<file path="src/rtl/op_buf_pkg.sv">
// Shared status encodings and helpers for the op_result_buffer slice.
package op_buf_pkg;

    localparam logic [3:0] ST_OK  = 4'b0000;
    localparam logic [3:0] ST_OVF = 4'b1001;

    // Bit 3 of the adder status marks an overflow result.
    function automatic logic is_err(input logic [3:0] status);
        return status[3];
    endfunction

endpackage

</file>
<file path="src/rtl/sat_counter.sv">
// Saturating up-counter with synchronous clear; a clear coinciding with an
// increment leaves the counter at 1 so that event is not lost.
module sat_counter
    import op_buf_pkg::*;
#(
    parameter int CNT_W = 8
) (
    input  logic             clk,
    input  logic             rst,
    input  logic             clr,
    input  logic             inc,
    output logic [CNT_W-1:0] cnt
);

    always_ff @(posedge clk or posedge rst) begin
        if (rst) begin
            cnt <= '0;
        end else if (clr) begin
            cnt <= inc ? CNT_W'(1) : '0;
        end else if (inc && (cnt != '1)) begin
            cnt <= cnt + 1'b1;
        end
    end

endmodule

</file>
<file path="src/rtl/op_result_buffer.sv">
// Result FIFO behind the bit-clear adder with overflow error accounting.
// Optional OP_BUF_ERROR_DROP_EN: error entries are counted but not stored.
module op_result_buffer
    import op_buf_pkg::*;
#(
    parameter int K     = 8,
    parameter int DEPTH = 4,
    parameter int CNT_W = 8
) (
    input  logic                     i_clk,
    input  logic                     i_rst,
    input  logic                     i_valid,
    output logic                     o_ready,
    input  logic [K-1:0]             i_cache_result,
    input  logic [3:0]               i_cache_status,
    output logic                     o_valid,
    input  logic                     i_ready,
    output logic [K-1:0]             o_result,
    output logic [3:0]               o_status,
    output logic [$clog2(DEPTH):0]   o_count,
    output logic [CNT_W-1:0]         o_err_cnt,
    output logic                     o_err_sticky,
    input  logic                     i_clr_err
);

    localparam int AW = $clog2(DEPTH);
    localparam int CW = AW + 1;

    typedef struct packed {
        logic [3:0]   status;
        logic [K-1:0] result;
    } entry_t;

    entry_t         mem [DEPTH];
    entry_t         wr_entry;
    logic [AW-1:0]  wptr;
    logic [AW-1:0]  rptr;
    logic [CW-1:0]  count;
    logic           in_err;
    logic           accept;
    logic           push;
    logic           pop;
    logic           err_acc;

    // Handshake: a transfer happens on a cycle where valid and ready are both
    // high; ready depends only on registered occupancy, never on the far side.
    assign o_ready = (count != CW'(DEPTH));
    assign o_valid = (count != '0);
    assign o_count = count;

    assign in_err  = is_err(i_cache_status);
    assign accept  = i_valid && o_ready;
    assign err_acc = accept && in_err;
    assign pop     = o_valid && i_ready;

`ifdef OP_BUF_ERROR_DROP_EN
    assign push = accept && !in_err;
`else
    assign push = accept;
`endif

    // Overflow results carry X from the adder, so they are stored as zero.
    always_comb begin
        wr_entry.status = i_cache_status;
        wr_entry.result = in_err ? '0 : i_cache_result;
    end

    always_ff @(posedge i_clk) begin
        if (push) begin
            mem[wptr] <= wr_entry;
        end
    end

    always_ff @(posedge i_clk or posedge i_rst) begin
        if (i_rst) begin
            wptr  <= '0;
            rptr  <= '0;
            count <= '0;
        end else begin
            if (push) wptr <= wptr + 1'b1;
            if (pop)  rptr <= rptr + 1'b1;
            case ({push, pop})
                2'b10:   count <= count + 1'b1;
                2'b01:   count <= count - 1'b1;
                default: count <= count;
            endcase
        end
    end

    assign o_result = o_valid ? mem[rptr].result : '0;
    assign o_status = o_valid ? mem[rptr].status : '0;

    always_ff @(posedge i_clk or posedge i_rst) begin
        if (i_rst) begin
            o_err_sticky <= 1'b0;
        end else if (i_clr_err) begin
            o_err_sticky <= err_acc;
        end else if (err_acc) begin
            o_err_sticky <= 1'b1;
        end
    end

    sat_counter #(.CNT_W(CNT_W)) u_err_cnt (
        .clk (i_clk),
        .rst (i_rst),
        .clr (i_clr_err),
        .inc (err_acc),
        .cnt (o_err_cnt)
    );

endmodule

</file>
<file path="config.mk">
export PLATFORM = sky130hd
export DESIGN_NAME = op_result_buffer
export DESIGN_NICKNAME = d
export VERILOG_FILES = /design/src/rtl/op_buf_pkg.sv /design/src/rtl/sat_counter.sv /design/src/rtl/op_result_buffer.sv
export SDC_FILE = /design/constraint.sdc
export NUM_CORES = 1
export LEC_CHECK = 0
export CAP_MARGIN = 40
export CORE_MARGIN = 1.5
export CORE_UTILIZATION = 55
export CTS_CLUSTER_SIZE = 24
export DETAILED_ROUTE_END_ITERATION = 10
export HOLD_SLACK_MARGIN = 0.05
export PLACE_DENSITY_LB_ADDON = 0.3
export SLEW_MARGIN = 20
export SYNTH_ARGS = -nofsm -noshare
export SYNTH_HDL_FRONTEND = slang
export SYNTH_SLANG_ARGS = --single-unit
</file>
<file path="constraint.sdc">
create_clock -name i_clk -period 3.8 [get_ports i_clk]
set_clock_uncertainty 0.2 [all_clocks]
set_input_delay 1.14 -clock i_clk [delete_from_list [all_inputs] [get_ports i_clk]]
set_output_delay 1.14 -clock i_clk [all_outputs]
set_load 0.05 [all_outputs]
</file>
==> results.sh, run 1 <==
export IMPL_highest_layer="met4"
export IMPL_ys_seq_elements=64
export IMPL_crit_chain="or3_1 -> and2_1 -> clkdlybuf4s50_1"
export IMPL_whs_ns=0.313
export IMPL_tightest_slew_ns=0.677
export IMPL_reg2reg_from="o_count[0]"
export IMPL_root_buffer="clkbuf_8"
export IMPL_ys_seq_area_share_pct=65.9
export IMPL_reg2reg_slack_ns=1.26
export IMPL_clk_path_buf_depth=2
export IMPL_drt_initial_drc_count=81
export IMPL_status="completed"
export IMPL_layout_common_cells="48 x edfxtp_1, 31 x clkdlybuf4s50_1, 16 x dfrtp_1, 15 x buf_4, 13 x and2_1"
export IMPL_areaGrowthSynthToFinish_pct=22.1
export IMPL_synthArstFlopShare_pct=25.0
export IMPL_drv_slew=0
export IMPL_p_leak_nw=1.25
export IMPL_n_antenna_cell=0
export IMPL_layout_commonest_cell="edfxtp_1"
export IMPL_viasPerCell=5.62
export IMPL_dr_pass1_iters=4
export IMPL_slowest_stage="clkdlybuf4s50_1"
export IMPL_post_cts_buffers=0
export IMPL_drv_cap=0
export IMPL_core_area_sq_um=4820
export IMPL_stdcell_count=296
export IMPL_die_area_sq_um=5520
export IMPL_synthAdderAreaFrac_pct=3.40
export IMPL_regArea_sq_um=1840
export IMPL_min_period_ns=3.50
export IMPL_drt_wl_total_um=5200
export IMPL_finalSetupTns_ns=0
export IMPL_place_congestion=0.806
export IMPL_gr_total_overflow=0
export IMPL_cp_arrival_ns=2.16
export IMPL_synthMuxAreaShare_pct=10.8
export IMPL_worstPathRequired_ns=2.46
export IMPL_cts_buffers_inserted=9
export IMPL_drive_above_1_share_pct=19.2
export IMPL_yosys_area_share_simple_pct=11.7
export IMPL_met2_length_um=2800
export IMPL_power_density_nw_per_um2=812
export IMPL_cp_num_buf_inv=1
export IMPL_portBuffers=42
export IMPL_whs_path_depth=1
export IMPL_avgSynthCellArea_sq_um=16.0
export IMPL_synth_top_family_by_area="simple AND/OR/NAND/NOR gates"
export IMPL_hold_violations=0
export IMPL_track_usage_pct=21.1
export IMPL_worstSetupStartpointType="flip-flop"
export IMPL_wire_per_inst_um=17.6
export IMPL_min_period_over_period_pct=92.1
export IMPL_holdBufCountCts=0
export IMPL_critical_path_top_delay_family="simple AND/OR/NAND/NOR gates"
export IMPL_slowest_delay_ns=0.70
export IMPL_nets=248
export IMPL_final_setup_viol_count=0
export IMPL_htree_levels=3
export IMPL_cts_tree="yes"
export IMPL_antenna_found_initial=0
export IMPL_die_y_um=74.3
export IMPL_drc=0
export IMPL_synth_edf_count=48
export IMPL_synth_compound_area_share_pct=2.95
export IMPL_hold_class="reg -> reg"
export IMPL_ant_nets=0
export IMPL_clock_sinks=64
export IMPL_rows=25
export IMPL_syn_area_sq_um=2800
export IMPL_grt_pass1_vias=1676
export IMPL_synth_distinct_cells=35
export IMPL_via_count=1663
export IMPL_synth_nets=199
export IMPL_worstSetupPathType="reg -> out"
export IMPL_endpoint_kind="output pin"
export IMPL_peakVddDrop_v=0.000574
export IMPL_grt_pass1_wl_um=8080
export IMPL_nFillCells=354
export IMPL_r2r_end="o_count[2]"
export IMPL_die_w_um=74.3
export IMPL_grt_setup_unrepaired="no"
export IMPL_yosys_warnings=0
export IMPL_dp_cells=280
export IMPL_cp_max_fo=7
export IMPL_clkTransAtPathRegs_ns=0.06
export IMPL_grt_max_degree=17
export IMPL_syn_inst=175
export IMPL_p_total_w=0.00277
export IMPL_multi_input_area_sq_um=870
export IMPL_holdPathEnd="o_count[2]"
export IMPL_met1_length_um=2040
export IMPL_clock_latency_ns=0.33
export IMPL_io_pins=43
export IMPL_dp_hpwl_um=3570
export IMPL_maxSlewHeadroom_pct=54.9
export IMPL_synthXorXnorAreaFrac_pct=2.19
export IMPL_cts_resized=0
export IMPL_start_util_pct=58.1
export IMPL_synth_top_flop_cell="edfxtp_1"
export IMPL_r2r_cells=9
export IMPL_met3_length_um=279
export IMPL_hold_path_startpoint="o_count[2]"
export IMPL_fmax_mhz=286
## layer usage
metal / track usage [%] / up-vias
met1: 24.9 / 845
met2: 36.0 / 60
met5: 0 / -
li1: - / 752
met3: 7.45 / 6
met4: 7.47 / 0
## Yosys cell counts (2+ instances only)
cell type  instances  share of area (%)
clkbuf_1           2               0.27
xnor2_1            4                1.3
ha_1               6                2.7
nor2_1             3               0.40
mux2_2             2               0.81
nand2_1            7               0.94
a21oi_1            5               0.89
buf_2              2               0.36
nor2b_1           11                2.5
mux4_2            12                9.7
nand3_1            2               0.36
edfxtp_1          48                 52
and2_1            13                2.9
o31ai_1            3               0.81
dfrtp_1           16                 14
or4_1              2               0.54
buf_6              2               0.81
xor2_1             3               0.94
buf_4              2               0.54
inv_1              8                1.1
o21ai_0            2               0.36
or3_1              4               0.89
and3_1             4               0.89
## through the flow
step / util (%) / setup WS [ns] / cell area (sq um)
after global routing: 70.9 / 0.218 / 3410
final: 70.9 / 0.300 / 3410
after floorplan: - / 0.473 / 2800
after CTS: 70.9 / 0.274 / 3410
after global placement: 67.4 / 0.668 / 3250
after detailed placement: 67.4 / 0.528 / 3250
## flip-flops by register name, summed over array words and instances, names as in the netlist
| name | count |
|---|---|
| wptr | 2 |
| u_err_cnt.cnt | 8 |
| rptr | 2 |
| o_count | 3 |
| o_err_sticky | 1 |
| mem | 48 |
## power by group
part	internal, W	switching [W]	leakage [nW]
combinational	0.000480	0.000815	0.520
sequential	0.000918	0.0000663	0.649
clock	0.000250	0.000242	0.0838
total	0.00165	0.00112	1.25
## worst register-to-register path: cells and delay by family (launching register included)
kind / cells / cell delay, ns
xor+xnor: 2 / 0.31
fa+ha+maj: 2 / 0.39
buf+inv: 2 / 0.31
flops: 1 / 0.42
simple gates: 3 / 0.79
## how the worst max path moves through the flow
stage | endpoint | cells past startpoint | slack [ns] | startpoint
CTS | o_status[2] | 3 | 0.27 | o_count[0]
floorplan | o_result[1] | 3 | 0.47 | o_count[0]
global route | o_status[2] | 3 | 0.22 | o_count[0]
global placement | o_count[2] | 8 | 0.67 | i_valid
detailed placement | o_count[2] | 8 | 0.53 | i_valid
finish | o_status[2] | 3 | 0.30 | o_count[0]
## area by class of cell
cell class                      count  share of cell area (%)
Tap cell                           67                    2.46
Timing Repair Buffer               46                    12.4
Multi-Input combinational cell     95                    25.5
Inverter                            8                   0.879
Sequential cell                    64                    53.9
Clock buffer                       12                    4.25
Clock inverter                      4                   0.623
## kinds of logic (layout without fill, tap and decap cells)
kind of cell / Yosys count / after routing
compound gates: 13 / 13
xor+xnor: 7 / 7
fa+ha+maj: 7 / 7
buf+inv: 16 / 70
flops: 64 / 64
mux: 15 / 15
simple gates: 53 / 53
(Power assumes the default switching activity.)
==> run 2: changes to the inputs <==
Settings changed: CAP_MARGIN 40 to not set.
==> results of run 2 <==
Final layout, timing and power as in run 1 (identical DEF).
==> run 3: changes to the inputs <==
Settings changed: CORE_MARGIN 1.5 to 2, CTS_CLUSTER_SIZE 24 to not set.
==> run 3 against run 2 <==
Combinational power is 4% lower. Total power rose by 2.0%. Critical endpoint is now o_ready. Core utilization grew 0.29 points. Critical path depth shrank 1. Worst hold slack better by 0.014 ns.
==> results.sh, run 3 (synthesis gave the netlist of run 1 again) <==
export IMPL_holdBufCountCts=0
export IMPL_antenna_found_initial=0
export IMPL_grt_pass1_vias=1723
export IMPL_drive_above_1_share_pct=19.7
export IMPL_largest_register="mem"
export IMPL_via_count=1630
export IMPL_hold_class="reg -> reg"
export IMPL_ant_nets=0
export IMPL_endpoint_kind="output pin"
export IMPL_status="completed"
export IMPL_tightest_slew_ns=0.663
export IMPL_clk_path_buf_depth=2
export IMPL_fmax_mhz=294
export IMPL_min_period_over_period_pct=89.6
export IMPL_regArea_sq_um=1840
export IMPL_start_util_pct=58.1
export IMPL_r2r_cells=8
export IMPL_final_setup_viol_count=0
export IMPL_p_leak_nw=1.27
export IMPL_drt_initial_drc_count=166
export IMPL_grt_max_degree=17
export IMPL_endpoint="o_ready"
export IMPL_r2r_end="o_count[2]"
export IMPL_reg2reg_from="o_count[0]"
export IMPL_grt_setup_unrepaired="no"
export IMPL_power_density_nw_per_um2=825
export IMPL_dr_pass1_iters=4
export IMPL_drv_slew=0
export IMPL_die_area_sq_um=5670
export IMPL_die_y_um=75.3
export IMPL_layout_common_cells="48 x edfxtp_1, 30 x clkdlybuf4s50_1, 16 x dfrtp_1, 15 x buf_4, 13 x and2_1"
export IMPL_maxSlewHeadroom_pct=55.8
export IMPL_cts_resized=0
export IMPL_worstSetupStartpointType="flip-flop"
export IMPL_worstPathRequired_ns=2.46
export IMPL_core_area_sq_um=4820
export IMPL_portBuffers=42
export IMPL_nets=247
export IMPL_wire_per_inst_um=17.5
export IMPL_io_pins=43
export IMPL_worstSetupPathType="reg -> out"
export IMPL_n_antenna_cell=0
export IMPL_whs_ns=0.327
export IMPL_multi_input_area_sq_um=870
export IMPL_areaGrowthSynthToFinish_pct=22.6
export IMPL_clkTransAtPathRegs_ns=0.07
export IMPL_whs_path_depth=1
export IMPL_cp_max_fo=9
export IMPL_nFillCells=338
export IMPL_peakVddDrop_v=0.000589
export IMPL_gr_total_overflow=0
export IMPL_die_w_um=75.3
export IMPL_clock_sinks=64
export IMPL_fin_util_pct=71.2
export IMPL_cp_arrival_ns=2.07
export IMPL_clock_latency_ns=0.32
export IMPL_reg2reg_slack_ns=1.26
export IMPL_track_usage_pct=20.4
export IMPL_root_buffer="clkbuf_8"
export IMPL_dp_hpwl_um=3600
export IMPL_cts_tree="yes"
export IMPL_layout_commonest_cell="edfxtp_1"
export IMPL_drv_cap=0
export IMPL_post_cts_buffers=0
export IMPL_cts_buffers_inserted=9
export IMPL_htree_levels=3
export IMPL_min_period_ns=3.41
export IMPL_grt_pass1_wl_um=8260
export IMPL_largest_reg_flops=48
export IMPL_viasPerCell=5.53
export IMPL_hold_violations=0
export IMPL_cp_startpoint="o_count[0]"
export IMPL_finalSetupTns_ns=0
export IMPL_drc=0
export IMPL_place_congestion=0.777
export IMPL_drt_wl_total_um=5170
export IMPL_rows=25
run 3: cell count changes in the layout (fill, tap and decap cells not counted), sizes merged:
cell,change
clkdlybuf4s50,-1
bufinv,+1
clkinvlp,-1
run 3: per-stage QoR:
stage	setup slack [ns]	cells	total power [W]	instance area, sq um
after floorplan	0.473	175	0.00193	2800
after global placement	0.661	279	0.00226	3240
after detailed placement	0.560	279	0.00230	3240
after CTS	0.388	295	0.00286	3430
after global routing	0.328	295	0.00296	3430
final	0.395	295	0.00283	3430
run 3: metal layers:
layer,share of wire [%],wire length (um),up-vias,GRT usage (%)
met5,0,0,-,0
met3,3.8,197,7,4.76
met4,0.72,37,0,6.43
met1,41,2140,831,25.6
met2,54,2790,42,35.7
li1,-,-,750,-
run 3: cell type report:
type                       instances  share of cell area [%]
sequential                        64                    53.7
inverter                           8                   0.876
timing repair buffer              45                    12.0
tap                               67                    2.45
multi-input combinational         95                    25.4
clock inverter                     4                    1.31
clock buffer                      12                    4.23
run 3: worst max-delay path: stages (launching register included):
cell and delay [ns]:
dfrtp_1 0.42, or3b_1 0.55, clkdlybuf4s50_1 0.76
run 3: where the power goes:
part	switching, W	internal [W]	total [W]
sequential	0.000103	0.000917	0.00102
clock	0.000244	0.000318	0.000562
combinational	0.000773	0.000473	0.00125
total	0.00112	0.00171	0.00283
run 3: how the worst min path moves through the flow:
stage,slack [ns],end,start
after global placement,0.30,o_count[2],o_count[2]
after CTS,0.33,o_count[2],o_count[2]
final,0.33,o_count[2],o_count[2]
after global routing,0.35,o_err_sticky,o_err_sticky
after detailed placement,0.31,o_count[2],o_count[2]
after floorplan,0.30,wptr[0],wptr[0]
